**src/rtl/rf_wb_queue.sv**
```systemverilog
// Write-back queue between the ALU / load paths and the register-file write port.
// Buffers writes in acceptance order, drains one per cycle, and forwards pending data to operand reads.
module rf_wb_queue #(
   parameter int DEPTH = 4,
   parameter int AW    = 5,
   parameter int DW    = 32
) (
   input  logic          clk,
   input  logic          rst,
   input  logic          alu_valid,
   input  logic [AW-1:0] alu_rd,
   input  logic [DW-1:0] alu_data,
   output logic          alu_ready,
   input  logic          mem_valid,
   input  logic [AW-1:0] mem_rd,
   input  logic [DW-1:0] mem_data,
   output logic          mem_ready,
   output logic          rf_wr,
   output logic [AW-1:0] rf_rd,
   output logic [DW-1:0] rf_wd,
   input  logic [AW-1:0] q_rs,
   input  logic [AW-1:0] q_rt,
   output logic          fwd1_hit,
   output logic [DW-1:0] fwd1_data,
   output logic          fwd2_hit,
   output logic [DW-1:0] fwd2_data
);

   localparam int PW = (DEPTH > 1) ? $clog2(DEPTH) : 1;
   localparam int CW = $clog2(DEPTH + 1);
   localparam logic [CW-1:0] DEPTH_C = CW'(DEPTH);

   logic [AW-1:0] ent_rd_q   [DEPTH];
   logic [AW-1:0] ent_rd_d   [DEPTH];
   logic [DW-1:0] ent_data_q [DEPTH];
   logic [DW-1:0] ent_data_d [DEPTH];
   logic [PW-1:0] wr_ptr_q, wr_ptr_d;
   logic [PW-1:0] rd_ptr_q, rd_ptr_d;
   logic [CW-1:0] count_q, count_d;

   logic [CW-1:0] free;
   logic          mem_acc, alu_acc;
   logic          mem_push, alu_push;
   logic          pop;
   logic [PW-1:0] alu_slot;

   // Readiness looks only at the registered occupancy, so a pop in this
   // cycle never frees a slot for a push in the same cycle.
   always_comb begin
      free      = DEPTH_C - count_q;
      mem_ready = (free >= CW'(1));
      alu_ready = (free >= (mem_valid ? CW'(2) : CW'(1)));
   end

   always_comb begin
      mem_acc  = mem_valid & mem_ready;
      alu_acc  = alu_valid & alu_ready;
      mem_push = mem_acc & (mem_rd != '0);
      alu_push = alu_acc & (alu_rd != '0);
      pop      = (count_q != '0);
      alu_slot = wr_ptr_q + PW'(mem_push);
   end

   always_comb begin
      for (int i = 0; i < DEPTH; i++) begin
         ent_rd_d[i]   = ent_rd_q[i];
         ent_data_d[i] = ent_data_q[i];
      end
      // The load entry is older than an ALU entry accepted in the same cycle.
      if (mem_push) begin
         ent_rd_d[wr_ptr_q]   = mem_rd;
         ent_data_d[wr_ptr_q] = mem_data;
      end
      if (alu_push) begin
         ent_rd_d[alu_slot]   = alu_rd;
         ent_data_d[alu_slot] = alu_data;
      end
   end

   always_comb begin
      wr_ptr_d = wr_ptr_q + PW'(mem_push) + PW'(alu_push);
      rd_ptr_d = rd_ptr_q + PW'(pop);
      count_d  = count_q + CW'(mem_push) + CW'(alu_push) - CW'(pop);
   end

   always_ff @(posedge clk or posedge rst) begin
      if (rst) begin
         wr_ptr_q <= '0;
         rd_ptr_q <= '0;
         count_q  <= '0;
      end else begin
         wr_ptr_q <= wr_ptr_d;
         rd_ptr_q <= rd_ptr_d;
         count_q  <= count_d;
      end
   end

   // Entry payload needs no reset: occupancy alone decides what is valid.
   always_ff @(posedge clk) begin
      for (int i = 0; i < DEPTH; i++) begin
         ent_rd_q[i]   <= ent_rd_d[i];
         ent_data_q[i] <= ent_data_d[i];
      end
   end

   always_comb begin
      rf_wr = (count_q != '0);
      rf_rd = ent_rd_q[rd_ptr_q];
      rf_wd = ent_data_q[rd_ptr_q];
   end

   // Walk oldest to youngest so a later match overrides an earlier one.
   logic [PW-1:0] scan_idx;
   always_comb begin
      fwd1_hit  = 1'b0;
      fwd1_data = '0;
      fwd2_hit  = 1'b0;
      fwd2_data = '0;
      scan_idx  = '0;
      for (int i = 0; i < DEPTH; i++) begin
         scan_idx = rd_ptr_q + PW'(i);
         if (CW'(i) < count_q) begin
            if ((q_rs != '0) && (ent_rd_q[scan_idx] == q_rs)) begin
               fwd1_hit  = 1'b1;
               fwd1_data = ent_data_q[scan_idx];
            end
            if ((q_rt != '0) && (ent_rd_q[scan_idx] == q_rt)) begin
               fwd2_hit  = 1'b1;
               fwd2_data = ent_data_q[scan_idx];
            end
         end
      end
   end

endmodule

```
**config.mk**
```make
export PLATFORM = sky130hd
export DESIGN_NAME = rf_wb_queue
export DESIGN_NICKNAME = d
export VERILOG_FILES = /design/src/rtl/rf_wb_queue.sv
export SDC_FILE = /design/constraint.sdc
export NUM_CORES = 1
export LEC_CHECK = 0
export ABC_AREA = 1
export CORE_MARGIN = 1
export CORE_UTILIZATION = 50
export DETAILED_ROUTE_END_ITERATION = 7
export PLACE_DENSITY = 0.74
export SLEW_MARGIN = 5
export SYNTH_ARGS = -nofsm -noshare
export SYNTH_HDL_FRONTEND = slang
export SYNTH_SLANG_ARGS = --single-unit
```
**constraint.sdc**
```tcl
create_clock -name clk -period 3.14 [get_ports clk]
set_input_delay 0.471 -clock clk [delete_from_list [all_inputs] [get_ports clk]]
set_output_delay 0.471 -clock clk [all_outputs]
set_load 0.1 [all_outputs]
```
Yosys cells after proc, flatten, opt, wreduce, memory -nomap -nowiden
Memories as Yosys holds them, arrays and structs flattened.
Cells that the tools add are included.
{ "classes": {"add_sub_neg": 10, "n_lt_le_gt_ge": 10, "eq_ne": 8, "n_mux": 49, "bitwise_logic": 6, "reduce_logical": 15} }
{ "ops": {"columns": ["cell", "n"], "rows": [
  ["$mux W32", 18],
  ["$bwmux W128", 2],
  ["$mux W128", 2],
  ["$demux W32 S2", 2],
  ["$bwmux W20", 2],
  ["$eq A5 B5 Y1", 8],
  ["$mux W20", 2],
  ["$demux W5 S2", 2],
  ["$reduce_bool A5 Y1", 4],
  ["$mux W1", 16],
  ["$logic_and A1 B1 Y1", 10],
  ["$mux W5", 2],
  ["$add A2 B1 Y2", 3],
  ["$add A3 B1 Y3", 2],
  ["$ge A3 B3 Y1 const B", 2],
  ["$lt A1 B3 Y1 const A", 2],
  ["$lt A2 B3 Y1 const A", 2],
  ["$lt A3 B1 Y1 const B", 2],
  ["$not A2 Y3", 2],
  ["$add A2 B2 Y2 const B", 2],
  ["$and A1 B1 Y1", 4],
  ["$ge A3 B1 Y1 const B", 1],
  ["$ge A3 B2 Y1", 1],
  ["$reduce_bool A3 Y1", 1],
  ["other kinds (4)", 4]
]} }
{ "totals": {"reg_bits": 7, "ram_bits": 148, "in_bits": 88, "output_inout_bits": 106, "word_cells": 103, "n_memories": 2} }
{ "memory_table": {"columns": ["name", "depth", "word_bits", "rd", "rd_clocked_by_memory_dff", "wr", "line", "rtl"], "rows": [
  ["ent_data_q", 4, 32, 8, 0, 4, "35", "logic [DW-1:0] ent_data_q [DEPTH];"],
  ["ent_rd_q", 4, 5, 8, 0, 4, "33", "logic [AW-1:0] ent_rd_q [DEPTH];"]
]} }

Depth between registers and ports, before layout
{ "depth": {"word_depth": 12, "depth_mapped": 19, "depth_no_buf": 14} }

Least setup slack after synthesis
OpenSTA, ideal clock, no wires.
{ "synth_path": {"kind": "register to output", "from": "register rd_ptr_q[0]", "to": "output port fwd2_hit", "arrival_ps": 3054, "required_time_ps": 2669, "path_slack_ps": -385, "stages_incl_launch_ff": 12, "path_buffers": 3, "cell_sequence": "dfrtp_1 -> buf_6 -> inv_4 -> buf_6 -> buf_6 -> nand2_1 -> nand3_1 -> nand2_1 -> inv_2 -> nand2_1 -> nand3_1 -> o2111ai_1"} }
{ "synth_via": {"elab_chain_cells": 11, "elab_cells_between_ends": 20, "cone_classes": "add/sub (3); eq/ne (4); mux (8); reduce/logical (4); memory (1)"} }
{ "synth_lines": {"columns": ["item", "line", "rtl"], "rows": [
  ["start, declared", "38", "logic [PW-1:0] rd_ptr_q, rd_ptr_d;"],
  ["start signal, assigned", "93", "rd_ptr_q <= rd_ptr_d;"],
  ["$mem_v2 Z4 W5 *", null, null],
  ["via rf_rd[2]", "19", "output logic [AW-1:0] rf_rd,"],
  ["$eq A5 B5 Y1 *", "127", "if ((q_rt != '0) && (ent_rd_q[scan_idx] == q_rt)) begin"],
  ["$logic_and A1 B1 Y1 *", "127", null],
  ["$mux W1 *", "127", null],
  ["$mux W1 *", "122", "if (CW'(i) < count_q) begin"],
  ["$mux W1", "127", null],
  ["$mux W1 *", "122", null],
  ["$mux W1", "127", null],
  ["$mux W1 *", "122", null],
  ["$mux W1", "127", null],
  ["$mux W1 *", "122", null],
  ["end, declared", "25", "output logic fwd2_hit,"]
]} }
The timed path passes the listed nets; every way through them passes the cells marked *.

Worst setup path in the final report
{ "layout_path": {"from": "register rd_ptr_q[0]", "to": "output port fwd2_data[5]"} }
{ "layout_via": {"elab_chain_cells": 11, "elab_cells_between_ends": 21, "cone_classes": "add/sub (3); eq/ne (4); mux (8); reduce/logical (4); memory (2)"} }
{ "layout_lines": {"columns": ["item", "line", "rtl"], "rows": [
  ["branches (longest 10 deep; another with $mem_v2 Z4 W5)", null, null],
  ["$mux W32 *", "122", null],
  ["end, declared", "26", "output logic [DW-1:0] fwd2_data"]
]} }
Every way passes the cells marked *.

==> results.md <==
- Placed cell area: 17800 um2
- CP max-delay cell: dfrtp_4
- Reg2Reg Depth: 16
- Post-synth EDFFs: 0
- Fin. max-slew vios: 0
- Detail Route Antenna Nets: 0
- Hpwl dp: about 34 mm
- Measured slew at the worst slew-check pin: about 0.69 ns
- I/O Buffers: 193
- Yosys warning total: 0
- # setup viols final: 65
- Worst setup SP type: flip-flop
- Clock tree root buffer cell: clkbuf_16
- Routed WL: about 60 mm
- Final Hold Viols: 0
- Starting Density: ~51%
- Crit-path max cell delay: 0.58 ns
- Skew-Pair Late Insertion Delay: ~0.45 ns
- Clk buf depth: 2
- ANT cells: 0
- Critical Path RT: ~2.7 ns
- FFs w/ async S/R, synth: under 10%
- Failing checks: DRC, setup timing
- # hold bufs at CTS: 0
- Hold crit path type: in -> async
- Synth unique cells: 39
- DRT Pass-1 Iters: 8
- Pin count of the biggest net entering global routing: 113
- CP Buf/Inv Count: 6
- Die height: 172 um
- Unrepaired setup endpoints after global routing: true
- Most used DFF post-synth: dfxtp_1
- Nets: a little under 3000
- Commonest cells in the netlist: nand2_1 (838), nor2_1 (404), inv_1 (308), o21ai_0 (207), dfxtp_1 (148)
- Slew headroom: a little over half
- Worst clock skew: 0.0143 ns
- Area delta synth->final: 39.7%
- R2R Path Start: count_q[0]
- Initial antenna violation count: 0
- Dpl ws: between 0.04 and 0.05 ns
- Vias in the first global route: about 16000
- Post-Layout Cell Count: 3217
- Synth area leader: nand2_1
- Register area: 3140 um2
- Placed Cells incl. Taps: 3122
- Crit-path max FO: 7
- Final Util: about 70%
- Post-synthesis sequential area ratio: 21.7%
- Fmax: about 0.30 GHz
- Die width: roughly 170 um
- Syn nets: roughly 2800
- CTS H-tree depth: 4
- Top cells by area, synth: nand2_1 (22%), dfxtp_1 (20%), nor2_1 (10%)
- Mapped cell area: ~14000 um2
- Std cell rows: around 60
- Tmin final: 3.39 ns
- Path type of the worst setup path: reg -> out
- DRT iter0 DRCs: roughly 2400
- Max-cap violations: 0
- Arrival @ worst endpoint: a little under 3 ns
- Status: finished, violations left
- Die area: about 30000 um2
- Worst setup EP type: primary output
- Share of cells above drive strength 1: between 20% and 30%
- Period utilization: 108%
- Reg clk slew, reported paths: 0.07 ns
- Final instance area: around 20000 um2
- CTS sink cnt: around 160
- Reg2Reg Setup Slack: about 0.15 ns
- CTS tree: built
- Top delay family on crit path: simple AND/OR/NAND/NOR gates
- Post-Synthesis Cells: roughly 2700
- Syn avg cell area: 5.44 um2
- Multi-input gate area: about 10000 um2
- First-pass GRT wire length: just over 80 mm
- Worst r2r dst: ent_data_q[2][24]
- Vias per cell: ~5.7
- RD Place Congestion: ~0.93
- Critical-path cell list: clkinv_8, buf_12, nand2_1, nand2_1, nand2_1, nand2_4, inv_2, nand2_1, nand2_1, nor2_2, nand2_2, nor2b_4, buf_6, clkbuf_16, nor2_1, nand2_1, nand2_2, buf_12
- Routed vias: ~18000
- Seq cells post-synth: around 160
- Cell mode on critical path: nand2_1
- Top-area cell type share of the netlist area: 21.7%
- GRT Util Overall: between 30% and 40%
- CORE AREA: 28200 um2
- Total grt overflow: 0
- Drt wl/cell: 18.1 um
- # IOs: 194
- Final Worst Setup Slack: -0.248 ns
- DRC: 11
- CTS Buf Count: 17
- Fillers: 2250
- Most common cell in the netlist: nand2_1
==> logic make-up (layout without fill, tap and decap cells) <==
group	count (synthesis)	after routing	share of synthesized area (%)
compound gates	425	425	16.6
xor+xnor	11	11	0.665
fa+ha+maj	13	13	1.23
buf+inv	495	666	14.6
flops	155	155	21.7
simple gates	1564	1569	45.3
==> state kept, by name, indices dropped and copies added, names as in the netlist <==
name        cells
ent_data_q    128
rd_ptr_q        2
count_q         3
ent_rd_q       20
wr_ptr_q        2
==> final cells by class <==
| type | count | share of cell area [%] |
|---|---|---|
| sequential | 155 | 15.5 |
| timing repair inverter | 1 | 0.0309 |
| clock inverter | 13 | 0.717 |
| timing repair buffer | 322 | 23.2 |
| tap | 378 | 2.34 |
| multi-input combinational | 2018 | 50.2 |
| clock buffer | 17 | 2.10 |
| inverter | 313 | 5.90 |
==> per-stage QoR <==
stage | TNS [ns] | hold slack (ns)
after floorplan | 0 | 0.274
after global placement | 0 | 0.541
after detailed placement | 0 | 0.546
after CTS | -7.13 | 0.310
after global routing | -18.46 | 0.345
final | -12.66 | 0.311
==> worst max-delay path by stage <==
stage,endpoint,cells after the start,start
after floorplan,fwd2_data[3],16,rd_ptr_q[0]
after global placement,fwd1_data[30],13,q_rs[4]
after detailed placement,fwd1_data[30],13,q_rs[4]
after CTS,fwd2_data[18],14,rd_ptr_q[0]
after global routing,fwd2_data[2],18,rd_ptr_q[0]
final,fwd2_data[5],18,rd_ptr_q[0]
==> layer usage <==
| metal | vias up | global-route usage, % | part of all wire, % | routed length, um |
|---|---|---|---|---|
| met5 | - | 0 | 0 | 0 |
| met4 | 0 | 13.7 | 4.5 | 2620 |
| met3 | 224 | 5.40 | 12 | 6780 |
| met2 | 1215 | 58.7 | 44 | 25900 |
| met1 | 8318 | 46.1 | 39 | 23000 |
| li1 | 8688 | - | - | - |
==> worst reg2reg max path, cell delays in order, from the launching register on <==
cell,delay (ns)
dfrtp_1,0.42
inv_1,0.14
ha_1,0.22
ha_1,0.26
inv_1,0.04
nor2_1,0.11
a31oi_1,0.11
nand2_2,0.15
inv_1,0.06
ha_2,0.17
xnor2_1,0.19
buf_4,0.21
inv_1,0.12
nand3_4,0.12
buf_8,0.29
nor2_1,0.11
a31oi_1,0.17
==> placed cells by master (no fill, tap or decap), drive strengths merged, types with 2 or more instances in the layout <==
master and count:
a21oi 4, a31oi 145, buf 215, bufbuf 3, bufinv 2, clkbuf 34
clkdlybuf4s50 87, clkinv 5, clkinvlp 4, dfrtp 7, dfxtp 148, fa 2
ha 11, inv 316, nand2 846, nand3 125, nand4 33, nor2 408
nor2b 2, nor3 6, nor4 4, o21a 32, o21ai 238, o22ai 4
or2 144, xnor2 3, xor2 8
==> repair_timing <==
item	4_1_cts	5_1_grt
buffers inserted	12	18
pin swaps	9	50
setup endpoints to repair	66	174
gates resized for setup	102	137
gates cloned	12	23
Power is left out: the tool's default activity adds up to more than one toggle a clock period on the data nets, which glitch-free logic cannot reach.
